**config.mk**
```make
export PLATFORM = sky130hd
export DESIGN_NAME = cardinal_nic_array
export DESIGN_NICKNAME = d
export VERILOG_FILES = /design/src/rtl/cardinal_nic_pkg.sv /design/src/rtl/cardinal_nic_fifo.sv /design/src/rtl/cardinal_nic_array.sv
export SDC_FILE = /design/constraint.sdc
export NUM_CORES = 2
export LEC_CHECK = 0
export ABC_AREA = 1
export CAP_MARGIN = 0
export CORE_ASPECT_RATIO = 0.5
export CORE_MARGIN = 3
export CORE_UTILIZATION = 40
export DETAILED_ROUTE_END_ITERATION = 10
export PLACE_DENSITY = 0.68
export SYNTH_ARGS = -nofsm -noshare
export SYNTH_HDL_FRONTEND = slang
export SYNTH_SLANG_ARGS = --single-unit
```
**constraint.sdc**
```tcl
create_clock -name clk -period 6.2 [get_ports clk]
set_input_delay 1.55 -clock clk [delete_from_list [all_inputs] [get_ports clk]]
set_output_delay 1.55 -clock clk [all_outputs]
set_load 0.01 [all_outputs]
```
**src/rtl/cardinal_nic_pkg.sv**
```systemverilog
// Shared constants for the cardinal NIC array: register map, status bit
// positions and drop-counter width.
package cardinal_nic_pkg;

    // Per-node register window (2-bit address)
    localparam logic [1:0] ADDR_IN_DATA  = 2'b00;
    localparam logic [1:0] ADDR_IN_STAT  = 2'b01;
    localparam logic [1:0] ADDR_OUT_DATA = 2'b10;
    localparam logic [1:0] ADDR_OUT_STAT = 2'b11;

    // Status word layout
    localparam int STAT_IN_NEMPTY_BIT = 0;
    localparam int STAT_OUT_FULL_BIT  = 0;
    localparam int STAT_DROP_LSB      = 8;

    // Dropped-write counter (only present with CARDINAL_NIC_DROP_CNT_EN)
    localparam int               DROP_CNT_W   = 8;
    localparam logic [DROP_CNT_W-1:0] DROP_CNT_MAX = '1;

endpackage

```
**src/rtl/cardinal_nic_fifo.sv**
```systemverilog
// Single-clock DEPTH-entry FIFO used for both directions of a NIC channel.
// Push is ignored when full and pop is ignored when empty; both are judged
// on the occupancy registered at the start of the cycle, so a push and a pop
// in the same cycle are both honoured only when neither limit applies.
module cardinal_nic_fifo #(
    parameter int DATA_W = 64,
    parameter int DEPTH  = 4
) (
    input  logic              clk,
    input  logic              reset,
    input  logic              push,
    input  logic              pop,
    input  logic [DATA_W-1:0] din,
    output logic [DATA_W-1:0] head,
    output logic              full,
    output logic              empty
);

    localparam int PTR_W = $clog2(DEPTH);
    localparam int CNT_W = PTR_W + 1;
    localparam logic [CNT_W-1:0] FULL_CNT = CNT_W'(DEPTH);

    logic [DATA_W-1:0] mem [DEPTH];
    logic [PTR_W-1:0]  wr_ptr;
    logic [PTR_W-1:0]  rd_ptr;
    logic [CNT_W-1:0]  count;
    logic              push_ok;
    logic              pop_ok;

    assign full    = (count == FULL_CNT);
    assign empty   = (count == '0);
    assign push_ok = push && !full;
    assign pop_ok  = pop && !empty;
    assign head    = mem[rd_ptr];

    // Pointers and occupancy; pointers wrap naturally at DEPTH (power of two)
    always_ff @(posedge clk or negedge reset) begin
        if (!reset) begin
            wr_ptr <= '0;
            rd_ptr <= '0;
            count  <= '0;
        end else begin
            if (push_ok) wr_ptr <= wr_ptr + 1'b1;
            if (pop_ok)  rd_ptr <= rd_ptr + 1'b1;
            if (push_ok && !pop_ok)      count <= count + 1'b1;
            else if (pop_ok && !push_ok) count <= count - 1'b1;
        end
    end

    // Storage is data only; contents are meaningless until counted in
    always_ff @(posedge clk) begin
        if (push_ok) mem[wr_ptr] <= din;
    end

endmodule

```
**src/rtl/cardinal_nic_array.sv**
```systemverilog
// Array of N_NODES processor<->ring NIC channels, each with an input FIFO
// (router to processor) and an output FIFO (processor to router) behind a
// 2-bit memory-mapped register window.
// Optional feature: define CARDINAL_NIC_DROP_CNT_EN to add a per-node 8-bit
// saturating count of dropped output writes, read on status 11 bits 15:8 and
// cleared by any write to 11.
module cardinal_nic_array
    import cardinal_nic_pkg::*;
#(
    parameter int N_NODES = 4,
    parameter int DATA_W  = 64,
    parameter int DEPTH   = 4
) (
    input  logic                      clk,
    input  logic                      reset,
    input  logic [2*N_NODES-1:0]      nic_addr,
    input  logic [DATA_W*N_NODES-1:0] nic_din,
    output logic [DATA_W*N_NODES-1:0] nic_dout,
    input  logic [N_NODES-1:0]        nic_en,
    input  logic [N_NODES-1:0]        nic_wr_en,
    input  logic [N_NODES-1:0]        net_si_valid,
    output logic [N_NODES-1:0]        net_si_ready,
    input  logic [DATA_W*N_NODES-1:0] net_si_data,
    output logic [N_NODES-1:0]        net_so_valid,
    input  logic [N_NODES-1:0]        net_so_ready,
    output logic [DATA_W*N_NODES-1:0] net_so_data
);

    for (genvar k = 0; k < N_NODES; k++) begin : g_node
        logic [1:0]            addr;
        logic                  rd_req;
        logic                  wr_req;
        logic                  in_full;
        logic                  in_empty;
        logic                  in_pop;
        logic [DATA_W-1:0]     in_head;
        logic                  out_full;
        logic                  out_empty;
        logic                  out_push;
        logic [DATA_W-1:0]     out_head;
        logic [DATA_W-1:0]     rd_data;
        logic [DATA_W-1:0]     dout_p1;
        logic [DROP_CNT_W-1:0] drop_cnt;

        assign addr   = nic_addr[k*2 +: 2];
        assign rd_req = nic_en[k] && !nic_wr_en[k];
        assign wr_req = nic_en[k] && nic_wr_en[k];

        // A read of the input data register pops only when there is data
        assign in_pop   = rd_req && (addr == ADDR_IN_DATA) && !in_empty;
        assign out_push = wr_req && (addr == ADDR_OUT_DATA);

        cardinal_nic_fifo #(
            .DATA_W (DATA_W),
            .DEPTH  (DEPTH)
        ) u_in_fifo (
            .clk   (clk),
            .reset (reset),
            .push  (net_si_valid[k]),
            .pop   (in_pop),
            .din   (net_si_data[k*DATA_W +: DATA_W]),
            .head  (in_head),
            .full  (in_full),
            .empty (in_empty)
        );

        cardinal_nic_fifo #(
            .DATA_W (DATA_W),
            .DEPTH  (DEPTH)
        ) u_out_fifo (
            .clk   (clk),
            .reset (reset),
            .push  (out_push),
            .pop   (net_so_ready[k]),
            .din   (nic_din[k*DATA_W +: DATA_W]),
            .head  (out_head),
            .full  (out_full),
            .empty (out_empty)
        );

        assign net_si_ready[k]                 = !in_full;
        assign net_so_valid[k]                 = !out_empty;
        assign net_so_data[k*DATA_W +: DATA_W] = out_head;

`ifdef CARDINAL_NIC_DROP_CNT_EN
        logic drop;
        logic clear;

        // A write to a full output FIFO is lost even if the router pops now
        assign drop  = out_push && out_full;
        assign clear = wr_req && (addr == ADDR_OUT_STAT);

        // Saturating drop count; a clear coinciding with a drop leaves 1
        always_ff @(posedge clk or negedge reset) begin
            if (!reset) begin
                drop_cnt <= '0;
            end else if (clear) begin
                drop_cnt <= drop ? DROP_CNT_W'(1) : '0;
            end else if (drop && (drop_cnt != DROP_CNT_MAX)) begin
                drop_cnt <= drop_cnt + 1'b1;
            end
        end
`else
        assign drop_cnt = '0;
`endif

        // Register read mux; unused status bits read 0
        always_comb begin
            rd_data = '0;
            case (addr)
                ADDR_IN_DATA:  if (!in_empty) rd_data = in_head;
                ADDR_IN_STAT:  rd_data[STAT_IN_NEMPTY_BIT] = !in_empty;
                ADDR_OUT_DATA: rd_data = '0;
                ADDR_OUT_STAT: begin
                    rd_data[STAT_OUT_FULL_BIT]                  = out_full;
                    rd_data[STAT_DROP_LSB +: DROP_CNT_W]        = drop_cnt;
                end
                default:       rd_data = '0;
            endcase
        end

        // Stage p1: registered read data, held until the next read
        always_ff @(posedge clk or negedge reset) begin
            if (!reset) begin
                dout_p1 <= '0;
            end else if (rd_req) begin
                dout_p1 <= rd_data;
            end
        end

        assign nic_dout[k*DATA_W +: DATA_W] = dout_p1;
    end

endmodule
```
; ---- Yosys cells after proc, flatten, opt, wreduce, memory -nomap -nowiden
; Memories as Yosys holds them, arrays and structs flattened.
; Index checks and enable logic that the tools add are counted.
[totals]
reg_bits = 312
mem_bits_rw = 2048
input_bits = 538
out_inout_bits = 520
memories = 8
[mem_list]
columns = name, depth, word_bits, rd, rd_clocked_by_memory_dff, write_ports, line
row1 = g_node[0].u_in_fifo.mem, 4, 64, 1, 0, 1, cardinal_nic_fifo.sv:23  ; logic [DATA_W-1:0] mem [DEPTH];
row2 = g_node[0].u_out_fifo.mem, 4, 64, 1, 0, 1, cardinal_nic_fifo.sv:23
row3 = g_node[1].u_in_fifo.mem, 4, 64, 1, 0, 1, cardinal_nic_fifo.sv:23
row4 = g_node[1].u_out_fifo.mem, 4, 64, 1, 0, 1, cardinal_nic_fifo.sv:23
row5 = g_node[2].u_in_fifo.mem, 4, 64, 1, 0, 1, cardinal_nic_fifo.sv:23
row6 = g_node[2].u_out_fifo.mem, 4, 64, 1, 0, 1, cardinal_nic_fifo.sv:23
row7 = +2 memories, n/a, n/a, n/a, n/a, n/a, n/a
[classes]
n_addsub = 32
n_eq_ne = 20
muxes = 52
reduce_logical = 108
[op_table]
columns = op, count
row1 = 64-bit two-way mux, 4
row2 = 48-bit two-way mux, 4
row3 = 1-bit logical AND, 52
row4 = 3-bit two-way mux, 16
row5 = 1-bit logical NOT, 36
row6 = 2-bit by 1-bit adder with 2-bit output (second input constant), 16
row7 = 8-bit two-way mux, 4
row8 = 7-bit two-way mux, 4
row9 = 3-bit by 1-bit adder with 3-bit output (second input constant), 8
row10 = 3-bit equality test (second input constant), 8
row11 = 3-bit logical NOT, 8
row12 = 3-bit by 1-bit subtractor with 3-bit output (second input constant), 8
row13 = 2-bit equality test (second input constant), 8
row14 = 1-bit two-way mux, 16
row15 = 1-bit one-hot mux with 4 select lines, 4
row16 = 2-bit nonzero test, 8
row17 = 2-bit by 1-bit equality test with 1-bit output (second input constant), 4
row18 = 2-bit logical NOT, 4

; ---- Longest topological paths before layout
[logic_depth]
ltp_word = 8
mapped_depth = 12

; ---- Hierarchy
; A second synthesis with hierarchy kept.
[unflattened]
cells_unflattened = 7600
area_unflattened_um2 = 96518.8
[by_module_without_submodules]
columns = mod, instances, cells_each, area_each_um2, seq_area_each_um2
row1 = cardinal_nic_fifo (g_node[0].u_in_fifo ...), 7, 808, 10662.7, 7862.5
row2 = cardinal_nic_array, 1, 1136, 11240.8, 6406.1
row3 = cardinal_nic_fifo (g_node[2].u_in_fifo), 1, 808, 10639.0, 7862.5

; ---- Worst setup path after synthesis
; Ideal clock, no wire load.
[synth_timing]
path_type = input to register
start = input nic_en[0]
end = memory g_node[0].u_out_fifo.mem[0][0], enable pin
setup_ps = 487
arrival_ps = 4620
required_time_ps = 5713
slack_ps = 1094
stages = 4
path_buffers = 0
path_cell_list = inv_1 -> nor2_1 -> nand4_1 -> nor2_1
[synth_between]
elab_chain_len = 5
[synth_rtl]
columns = item, line
row1 = start: declaration, cardinal_nic_array.sv:19  ; input logic [N_NODES-1:0] nic_en,
row2 = 1-bit logical AND, cardinal_nic_array.sv:47  ; assign wr_req = nic_en[k] && nic_wr_en[k];
row3 = 1-bit logical AND, cardinal_nic_array.sv:51  ; assign out_push = wr_req && (addr == ADDR_OUT_DATA);
row4 = 1-bit logical AND, cardinal_nic_fifo.sv:32  ; assign push_ok = push && !full;
row5 = 1-bit two-way mux, cardinal_nic_fifo.sv:52  ; if (push_ok) mem[wr_ptr] <= din;
row6 = 1-bit two-way mux (implied by the code), cardinal_nic_fifo.sv:52
row7 = end: declaration, cardinal_nic_fifo.sv:23
; No other way between the ends.

; ---- Worst setup path after layout
[layout_timing]
start = register g_node[1].u_out_fifo.rd_ptr[0]
end = output net_so_data[125]
[layout_between]
elab_chain_len = 1
[layout_rtl]
columns = item, line
row1 = start: declaration, cardinal_nic_fifo.sv:25  ; logic [PTR_W-1:0] rd_ptr;
row2 = start signal: assignment, cardinal_nic_fifo.sv:44  ; if (pop_ok) rd_ptr <= rd_ptr + 1'b1;
row3 = memory 4 x 64 bit, n/a
row4 = end: declaration, cardinal_nic_array.sv:26  ; output logic [DATA_W*N_NODES-1:0] net_so_data
; No other way between the ends.

==> flow_results.org <==
** Setup path
- Signal arrival time at the worst endpoint :: between 3000 and 4000 ps
- At the worst endpoint, the required time is about 4700 ps.
- STA classifies the critical path startpoint as a register.
- The setup path with the least slack is of type reg -> out.
- Critical path endpoint category :: primary output
- Along the worst path, the maximum fanout reaches 74.

** Power
- Power per standard cell area :: ~450 nW/µm²
- In this run, the clock network consumes a little over a quarter of the power.
- The analysis attributes to cell leakage a power of between 30 and 40 nW.
- Peak VDD IR :: roughly 0.00029 V
- Sequential cells burn between 40 and 50% of the power.
- Net switching is between 30% and 40% of the power.
- The internal power of the cells totals between 30 and 40 mW.
- Combinational logic is responsible for between 30% and 40% of the overall power.
- Switching power total :: roughly 16 mW

** Floorplanning
- The total area inside the core boundary comes to 219,000 µm².
- In this run the core area contains 121 standard-cell rows.
- Top Ports :: approximately 1,100
- Starting density of the core :: 40.6%
- Full die area :: ~230,000 µm²
- In this run the vertical extent of the chip is around 340 µm.
- Die X :: about 670 µm

** Clocking
- The tree is rooted in a sky130_fd_sc_hd__clkbuf_16.
- Resize count post-CTS :: 0
- Number of buffers inserted during clock tree synthesis :: 209
- The clock drives approximately 2,400 sinks.
- After clock tree synthesis, the clock-pin slew on the worst setup and hold paths is ~70 ps.
- The clock passes through at most 4 buffers.
- Clock insertion delay at the later pin of the skew report :: between 800 and 900 ps
- TritonCTS clock tree :: yes
- Once the clock tree was built, the setup fixing pass inserted 0 buffers.
- The H-tree was split into 4 levels.
- After clock tree synthesis, the flow added hold-fix buffers numbering 0.

** STA
- Max-slew headroom :: between 20% and 30%
- The number of pins exceeding their max-slew limit in the final report is 0.
- Setup repair after global routing left no endpoint under its margin.
- Setup slack on the critical path of the routed design comes to 927 ps.
- The final-report hold violation count was 0.
- The worst path in the final design needs a cycle of ~5300 ps, including I/O delays and setup.
- F_max :: roughly 0.19 GHz
- Setup TNS :: 0 ps
- Hold is met by 483 ps.
- For the final database, setup skew stands at about 66 ps.
- Setup violations remaining at the end of the flow were counted as 0.
- Fraction of the cycle the final worst path needs :: a little under nine tenths
- At the pin with the least slew margin, the transition time is about 1100 ps.

** Routing
- Detailed-route DRC error count :: 0
- In the final routed layout, each cell accounts on average for 22.6 µm.
- Iteration count of the initial detailed-routing pass :: 5
- The routed layout has between 50,000 and 60,000 vias.
- For this block, the initial DRC count from the detailed router was around 4,600.
- Once detail routing completed, the nets flagged for antenna violations numbered 0.
- Total wire length after detailed routing :: between 200 and 250 mm
- Via density per instance :: around 5

** Placed design
- Cell total after placement :: about 10,000
- Detailed Place HPWL :: around 150 mm
- In this run the tool buffered the top-level ports with around 1,100 buffer cells.
- Final estimated routing congestion in global placement :: approximately 0.82
- Post-placement worst setup slack :: approximately 1800 ps

** Yosys
- Summed over all instances, the cell type with the most area after synthesis is sky130_fd_sc_hd__edfxtp_1.
- The synthesized netlist contains 26 unique library cells.
- Dividing the synthesized area by the synthesized cell count gives between 10 and 15 µm².
- After synthesis the cells add up to a little under 90,000 µm².
- After technology mapping, the gate count stands at around 6,700.
- Counting flops with a built-in enable in the synthesized netlist gives about 2,000.
- The number of nets in the synthesized netlist is between 7,000 and 8,000.
- Yosys warning total :: 0
- Number of register bits inferred by synthesis :: roughly 2,400
- Proportion of register bits with asynchronous set or reset after synthesis :: between 10% and 20%
- Top cells by area in the synthesized netlist :: sky130_fd_sc_hd__edfxtp_1, sky130_fd_sc_hd__dfrtp_1, sky130_fd_sc_hd__nand2_1
- The synthesized design devotes to its leading area cell type slightly below 70% of total area.
- Dominant synthesized flop cell :: sky130_fd_sc_hd__edfxtp_1
- Sequential cell area fraction in the yosys report :: about 78%

** GRT
- Number of global-route vias before repair :: 53,800
- Pin count of the biggest net entering global routing :: 120
- GRT Total Usage :: 20.9%
- The initial antenna violation count came to around 120.
- Summed over all layers, the global routing overflow is 0.
- Wire length of the first global-routing pass :: ~360 mm

** Run
- Across the run, the number of max-cap violations was 0.

** Final layout
- Synthesis-to-layout area growth :: 23.0%
- In the layout the commonest cells are sky130_fd_sc_hd__edfxtp_1, sky130_fd_sc_hd__nand2_1, sky130_fd_sc_hd__clkdlybuf4s50_1, sky130_fd_sc_hd__nor2_1, sky130_fd_sc_hd__o21ai_0.
- Leaving out fill and tap cells, the most frequent cell in the layout is sky130_fd_sc_hd__edfxtp_1.
- Of the cells placed in the final design, the portion with a size suffix greater than 1 is approximately 6.0%.
- Filler cells :: 18,400
- Non-filler instance count after layout :: 10,900
- FF+latch area :: 69,300 µm²
- Fin nets :: between 8,000 and 9,000
- Multi-input logic area :: 17,700 µm²

** Status
- The flow ran to the end, and the final reports show no timing, DRC or antenna violations.

** Hold path
- The worst hold path belongs to the class reg -> reg.
worst max-delay path, cell delays in order, from the launching register on:
cell                              delay [ps]
sky130_fd_sc_hd__dfrtp_4                 760
sky130_fd_sc_hd__inv_4                   580
sky130_fd_sc_hd__buf_12                  340
sky130_fd_sc_hd__o21ai_0                 130
sky130_fd_sc_hd__o22ai_1                 310
sky130_fd_sc_hd__clkdlybuf4s50_1         680
per-layer routing:
| metal | share of wire (%) | wire length (µm) | up-vias | GRT usage, % |
|---|---|---|---|---|
| li1 | - | - | 26000 | - |
| met1 | 36 | 88000 | 27900 | 23.2 |
| met2 | 52 | 128000 | 1712 | 35.8 |
| met3 | 4.8 | 12000 | 596 | 3.47 |
| met4 | 7.6 | 18700 | 8 | 16.6 |
| met5 | 0.023 | 57 | - | 0 |
cells in the mapped netlist, drive strengths merged (24+ instances only):
| cell type | number |
|---|---|
| ha | 40 |
| inv | 118 |
| buf | 230 |
| xor2 | 24 |
| nand2 | 1399 |
| o21ai | 907 |
| nor2 | 766 |
| dfrtp | 312 |
| clkbuf | 156 |
| o22ai | 256 |
| edfxtp | 2048 |
| nand3 | 409 |
power groups by stage:
| stage | Sequential (mW) | Clock [mW] | Combinational [mW] |
|---|---|---|---|
| after floorplan | 20.7 | 0 | 8.45 |
| after global placement | 21.0 | 0 | 15.1 |
| after detailed placement | 21.0 | 0 | 15.4 |
| after CTS | 20.7 | 13.1 | 15.4 |
| after global routing | 20.9 | 13.7 | 16.6 |
| final | 20.7 | 12.8 | 15.3 |
cell families (layout without fill, tap and decap cells):
family                   Yosys count  after routing  synth area share, %
flip-flops                      2360           2360                 77.9
buffers and inverters            504           1641                 2.52
adder cells (fa/ha/maj)           48             48                0.742
AND/OR/NAND/NOR                 2580           2580                 11.5
AO/OA/AOI/OAI                   1180           1180                 7.00
XOR/XNOR                          32             32                0.315
other                              0            107                    0
multiplexers                       3              3               0.0380
state kept, by name, indices dropped and copies added, names as in the netlist:
| register | flops |
|---|---|
| g_node.u_out_fifo.rd_ptr | 8 |
| g_node.u_out_fifo.mem | 1024 |
| g_node.u_in_fifo.count | 12 |
| g_node.dout_p1 | 256 |
| g_node.u_out_fifo.count | 12 |
| g_node.u_in_fifo.rd_ptr | 8 |
| g_node.u_in_fifo.wr_ptr | 8 |
| g_node.u_in_fifo.mem | 1024 |
| g_node.u_out_fifo.wr_ptr | 8 |
metrics by stage:
step	utilization [%]	power (mW)	area (µm²)
floorplan	-	29.2	89000
global placement	46.8	36.1	103000
detailed placement	46.8	36.4	103000
CTS	49.8	49.2	109000
global route	49.9	51.3	109000
finish	49.9	48.8	109000
final cells by class:
cell class	count	share of cell area (%)
timing repair buffer	1144	10.4
tap	2952	3.37
sequential	2360	63.3
multi-input combinational	3843	16.2
clock inverter	92	0.764
inverter	118	0.416
antenna	107	0.245
clock buffer	287	5.30
path summary, 6_finish.rpt:
| kind | startpoint | to | slack (ps) | cells after the start |
|---|---|---|---|---|
| worst max register to register | g_node[3].u_out_fifo.count[0] | g_node[3].u_out_fifo.mem[3][5] | 3070 | 6 |
| min in group asynchronous | reset | g_node[2].dout_p1[44] | 700 | 1 |
| worst min register to register | g_node[1].dout_p1[62] | g_node[1].dout_p1[62] | 480 | 2 |
| max in group asynchronous | reset | g_node[2].u_out_fifo.rd_ptr[0] | 4320 | 2 |
| worst max-delay path | g_node[1].u_out_fifo.rd_ptr[0] | net_so_data[125] | 930 | 5 |
| worst min-delay path | g_node[1].dout_p1[62] | g_node[1].dout_p1[62] | 480 | 2 |
Power figures use the tool's default switching activity.
